`src/rtl/lstm_mac_acc.sv`:
```
`timescale 1ns/1ps
// lstm_mac_acc: sequential multiply-accumulate for one LSTM gate element.
// Forms bias + sum(w*x) in signed fixed point (WIDTH bits, FRAC fraction bits)
// over a packet of valid/ready beats. The finished sum is held on the output
// register until the downstream activation stage accepts it.
//
// Optional feature macro: MAC_SAT_EN
//   defined   : product and every addition clamp to max/min signed; o_sat flags it.
//   undefined : product truncates, additions wrap; o_sat is constant 0.
//
// Ports
//   clk, rst      clock, asynchronous active-high reset
//   i_w, i_x      weight / input value for the beat
//   i_bias        bias, sampled only on the first beat of a packet
//   i_last        final beat of the packet
//   i_valid       beat present
//   i_ready       block can accept a beat (depends on state only)
//   o_data        finished pre-activation
//   o_beats       beats in the packet, saturating at all-ones
//   o_sat         a clamp occurred in this packet
//   o_valid       outputs valid
//   o_ready       consumer accepts the output
module lstm_mac_acc #(
  parameter int unsigned WIDTH = 32,
  parameter int unsigned FRAC  = 20,
  parameter int unsigned LEN_W = 8
) (
  input  logic             clk,
  input  logic             rst,
  input  logic [WIDTH-1:0] i_w,
  input  logic [WIDTH-1:0] i_x,
  input  logic [WIDTH-1:0] i_bias,
  input  logic             i_last,
  input  logic             i_valid,
  output logic             i_ready,
  output logic [WIDTH-1:0] o_data,
  output logic [LEN_W-1:0] o_beats,
  output logic             o_sat,
  output logic             o_valid,
  input  logic             o_ready
);

  localparam int unsigned PW = 2 * WIDTH;

  typedef enum logic [0:0] {StAcc, StOut} state_e;

  state_e           r_state;
  logic [WIDTH-1:0] r_acc;
  logic             r_first;
  logic [LEN_W-1:0] r_cnt;
  logic             r_sat;
  logic [WIDTH-1:0] r_data;
  logic [LEN_W-1:0] r_beats;
  logic             r_osat;

  logic signed [PW-1:0] w_w_ext;
  logic signed [PW-1:0] w_x_ext;
  logic signed [PW-1:0] w_prod;
  logic signed [PW-1:0] w_shift;
  logic [WIDTH-1:0]     w_base;
  logic [WIDTH-1:0]     w_p;
  logic [WIDTH-1:0]     w_new;
  logic                 w_clamp;
  logic                 w_sticky;
  logic [LEN_W-1:0]     w_cnt;

  // Sign-extend both operands so the full-width product is exact.
  assign w_w_ext = {{WIDTH{i_w[WIDTH-1]}}, i_w};
  assign w_x_ext = {{WIDTH{i_x[WIDTH-1]}}, i_x};
  assign w_prod  = w_w_ext * w_x_ext;
  // Arithmetic shift of a signed value rounds toward minus infinity.
  assign w_shift = w_prod >>> FRAC;

  assign w_base = r_first ? i_bias : r_acc;

`ifdef MAC_SAT_EN
  localparam logic [WIDTH-1:0] MaxVal = {1'b0, {(WIDTH-1){1'b1}}};
  localparam logic [WIDTH-1:0] MinVal = {1'b1, {(WIDTH-1){1'b0}}};

  logic           w_p_ovf;
  logic           w_s_ovf;
  logic [WIDTH:0] w_sum;

  // The shifted product fits only if every bit above WIDTH-2 repeats the sign.
  assign w_p_ovf = (w_shift[PW-1:WIDTH-1] != {(PW-WIDTH+1){w_shift[PW-1]}});
  assign w_p     = w_p_ovf ? (w_shift[PW-1] ? MinVal : MaxVal) : w_shift[WIDTH-1:0];
  assign w_sum   = {w_base[WIDTH-1], w_base} + {w_p[WIDTH-1], w_p};
  assign w_s_ovf = (w_sum[WIDTH] != w_sum[WIDTH-1]);
  assign w_new   = w_s_ovf ? (w_sum[WIDTH] ? MinVal : MaxVal) : w_sum[WIDTH-1:0];
  assign w_clamp = w_p_ovf | w_s_ovf;
`else
  logic unused_shift;

  assign w_p          = w_shift[WIDTH-1:0];
  assign w_new        = w_base + w_p;
  assign w_clamp      = 1'b0;
  assign unused_shift = ^w_shift[PW-1:WIDTH];
`endif

  assign w_sticky = r_sat | w_clamp;
  assign w_cnt    = r_first ? LEN_W'(1) : ((&r_cnt) ? r_cnt : r_cnt + LEN_W'(1));

  always_ff @(posedge clk or posedge rst) begin
    if (rst) begin
      r_state <= StAcc;
      r_acc   <= '0;
      r_first <= 1'b1;
      r_cnt   <= '0;
      r_sat   <= 1'b0;
      r_data  <= '0;
      r_beats <= '0;
      r_osat  <= 1'b0;
    end else begin
      unique case (r_state)
        StAcc: begin
          if (i_valid) begin
            r_acc   <= w_new;
            r_first <= 1'b0;
            r_cnt   <= w_cnt;
            r_sat   <= w_sticky;
            if (i_last) begin
              r_data  <= w_new;
              r_beats <= w_cnt;
              r_osat  <= w_sticky;
              r_state <= StOut;
            end
          end
        end
        StOut: begin
          if (o_ready) begin
            r_state <= StAcc;
            r_first <= 1'b1;
            r_acc   <= '0;
            r_cnt   <= '0;
            r_sat   <= 1'b0;
          end
        end
        default: r_state <= StAcc;
      endcase
    end
  end

  assign i_ready = (r_state == StAcc);
  assign o_valid = (r_state == StOut);
  assign o_data  = r_data;
  assign o_beats = r_beats;
  assign o_sat   = r_osat;

endmodule

```
`config.mk`:
```
export PLATFORM = sky130hd
export DESIGN_NAME = lstm_mac_acc
export DESIGN_NICKNAME = d
export VERILOG_FILES = /design/src/rtl/lstm_mac_acc.sv
export SDC_FILE = /design/constraint.sdc
export NUM_CORES = 2
export LEC_CHECK = 0
export BUFFER_PORTS_ARGS = -buffer_cell sky130_fd_sc_hd__buf_2
export CAP_MARGIN = 10
export CORE_ASPECT_RATIO = 0.5
export CORE_MARGIN = 4
export CORE_UTILIZATION = 30
export DETAILED_ROUTE_END_ITERATION = 6
export SLEW_MARGIN = 20
export SYNTH_ARGS = -nofsm -noshare
export SYNTH_HDL_FRONTEND = slang
export SYNTH_SLANG_ARGS = --single-unit
```
`constraint.sdc`:
```
create_clock -name clk -period 11.6 [get_ports clk]
set_input_delay 2.32 -clock clk [delete_from_list [all_inputs] [get_ports clk]]
set_output_delay 2.32 -clock clk [all_outputs]
set_load 0.005 [all_outputs]
```
==> flow_metrics.tcl <==
set metrics [dict create \
    antenna_found_initial 16 \
    min_path_type "register to register" \
    root_buffer "clkbuf_16" \
    crit_arrival_ns 11.52 \
    synthFlopType "dfrtp_1" \
    io_pins 144 \
    chipWidth_um 495 \
    ff2ff_path_depth 14 \
    synth-async-reset-ratio 1.00 \
    drive_gt1_frac 0.126 \
    clock-sinks 82 \
    r2r_setup_slack_ns 7.23 \
    synth_area_leaders "fa_1, inv_1, and2_1, ha_1, nand2_1" \
    synth_fa_ha_area_frac 0.587 \
    path_delay_family "adder cells" \
    fin_nets 5214 \
    h-tree-depth 3 \
    avgRoutedWirePerCell_um 17.8 \
    skew_ns 0.0113 \
    gp_congestion 0.916 \
    final_util 0.346 \
    yosysMostFrequentCell "fa_1" \
    worst-path-buf-inv 7 \
    cp.depth 41 \
    synth_area_um2 35500 \
    crit_path_start "i_x[3]" \
    grt_use_total 0.163 \
    synth_common_cells "fa_1, inv_1, nand2_1, and2_1, ha_1" \
    wirelength_um 99500 \
    clk_path_buf_depth 2 \
    area_growth_pct 13.4 \
    setup_ws_ns 0.304 \
    synth_top_area_share 0.517 \
    syn_nets 5031 \
    floorplan.rows 88 \
    worstSkewPairLatency_ns 0.34 \
    drt_iter0_markers 1285 \
    die_h_um 251 \
    relSlewSlack 0.428 \
    status "finished clean" \
    synth_xor_area_frac 0.0239 \
    finalCritPeriodShare 0.974 \
    rsz0062_at_grt "true" \
    max_slew.worst_pin.slew_ns 0.856 \
    synth_top_family_by_area "adder cells" \
    initial_utilization 0.305 \
    timing.final.max_slew_violations 0 \
    vias 25700 \
    port_buffers 142 \
    drc 0 \
    critPathLaunchType "primary input" \
    grt_max_degree 83 \
    ys_types 66 \
    timing.rr.start "r_first" \
    yosys.area.top_type "fa_1" \
    placedInstanceArea_um2 39100 \
    synth_compound_area_frac 0.0458 \
    grt_pass1_wl_um 161000 \
    crit_type "primary input to register" \
    pre_cts_ws_ns -0.406 \
    path_clk_slew_ns 0.07 \
    coreArea_um2 116000 \
    via_per_inst 4.60 \
    syn_inst 3814 \
    ys_warn_count 0 \
    dr.pass1.iters 6 \
    slowest_delay_ns 0.56 \
    crit_path_end "o_data[31]" \
    synth_edf_count 0 \
    cpMaxStageDelayCell "fa_1" \
    ys_seq_area_frac 0.0578 \
    detail-route-antenna-nets 0 \
    crit_path_max_fanout 5 \
    fin_crit_ns 11.30 \
    fillerInstances 11900 \
    die_area_um2 124000 \
    final_hold_viol_count 0 \
    synth.area.mux_share 0.0101 \
    r2r_end "o_data[30]" \
    final_area_um2 40300 \
    dp_hpwl_um 85600 \
    cts_tree "built" \
    synthSimpleGateAreaFrac 0.161 \
    cp-end-kind "register" \
    grt_pass1_vias 28500 \
    grt_overflow 0 \
    ys_ff_latch 82 \
    required_ns 11.82 \
    crit_top_cell "fa_1" \
    whs_ns 0.476 \
    timing.fmax_mhz 88.5 \
    syn_avg_cell_area_um2 9.32 \
    cap_violations 0 \
    setup_viol 0 \
    numCtsBuffers 9 \
]
cells in the final DEF, fill, tap and decap left out, types with 4 or more instances in the layout:
| master | n |
|---|---|
| nor3_1 | 9 |
| nand3_1 | 11 |
| xnor2_1 | 74 |
| clkbuf_4 | 4 |
| fa_1 | 894 |
| o21ai_1 | 18 |
| buf_4 | 193 |
| nand4_1 | 9 |
| fa_2 | 23 |
| xor2_1 | 23 |
| inv_1 | 874 |
| o21bai_1 | 10 |
| o31ai_1 | 4 |
| nand2b_1 | 19 |
| and2_1 | 469 |
| and3_1 | 6 |
| a211oi_1 | 4 |
| o21ai_0 | 58 |
| mux2_2 | 29 |
| nor2_1 | 46 |
| and2_4 | 5 |
| nor2b_1 | 18 |
| a21oi_1 | 49 |
| ha_4 | 8 |
| o21a_1 | 9 |
| a22o_1 | 14 |
| buf_6 | 28 |
| nand2_1 | 542 |
| a21oi_2 | 7 |
| buf_2 | 124 |
| diode_2 | 6 |
| a21o_1 | 27 |
| o22ai_1 | 12 |
| dfrtp_1 | 81 |
| buf_12 | 17 |
| clkbuf_16 | 13 |
| ha_1 | 190 |
| inv_2 | 10 |
worst min-delay path, delay by kind of cell (launching register included):
family | cells | cell delay, ns
flip-flops | 1 | 0.34
AO/OA/AOI/OAI | 1 | 0.06
AND/OR/NAND/NOR | 1 | 0.04
layout make-up:
class                      instances  area, µm²  area share
antenna                            6       15.0    0.000373
clock buffer                      11        243     0.00602
clock inverter                     5       78.8     0.00196
inverter                         885       3320      0.0825
multi-input combinational       2646      29700       0.737
sequential                        82       2050      0.0510
tap                             1575       1970      0.0489
timing repair buffer             373       2900      0.0720
stage by stage:
| stage | setup TNS [ns] | instances |
|---|---|---|
| 2_1_floorplan | 0 | 3814 |
| 3_3_place_gp | -3.25 | 5533 |
| 3_5_place_dp | -4.51 | 5533 |
| 4_1_cts | 0 | 5549 |
| 5_1_grt | -0.461 | 5583 |
| 6_report | 0 | 5583 |
logic make-up after synthesis:
group,Yosys count
adder cells (fa/ha/maj),1116
AO/OA/AOI/OAI,248
multiplexers,32
flip-flops,82
buffers and inverters,1086
AND/OR/NAND/NOR,1152
XOR/XNOR,97
other,1
routing by layer:
layer | up-vias | global-route usage | part of all wire
met4 | 4 | 0.0517 | 0.038
met2 | 547 | 0.289 | 0.51
met3 | 135 | 0.0199 | 0.046
met1 | 13600 | 0.208 | 0.41
li1 | 11400 | - | -
met5 | - | 0 | 0.00022
state kept, by name (all words and copies together), names as in the netlist:
register	cells
r_acc	32
o_data	32
o_valid	1
o_beats	8
r_first	1
r_cnt	8
how the worst min path moves through the flow:
stage                end  slack [ns]      start  cells after the start
2_1_floorplan  r_acc[10]        0.45  r_acc[10]                      2
3_3_place_gp   r_acc[13]        0.46  r_acc[13]                      2
3_5_place_dp   r_acc[26]        0.47  r_acc[26]                      2
4_1_cts        r_acc[26]        0.48  r_acc[26]                      2
5_1_grt        r_acc[15]        0.49  r_acc[15]                      2
6_report       r_acc[15]        0.48  r_acc[15]                      2
what timing repair did:
item | 4_1_cts | 5_1_grt
gates cloned | 0 | 4
hold buffers | 0 | 0
setup buffers | 0 | 24
gates resized for setup | 2 | 171
pin swaps | 0 | 60
setup endpoints to repair | 5 | 22
Power is left out: the tool's default activity adds up to more than one toggle a clock period on the data nets, which glitch-free logic cannot reach.
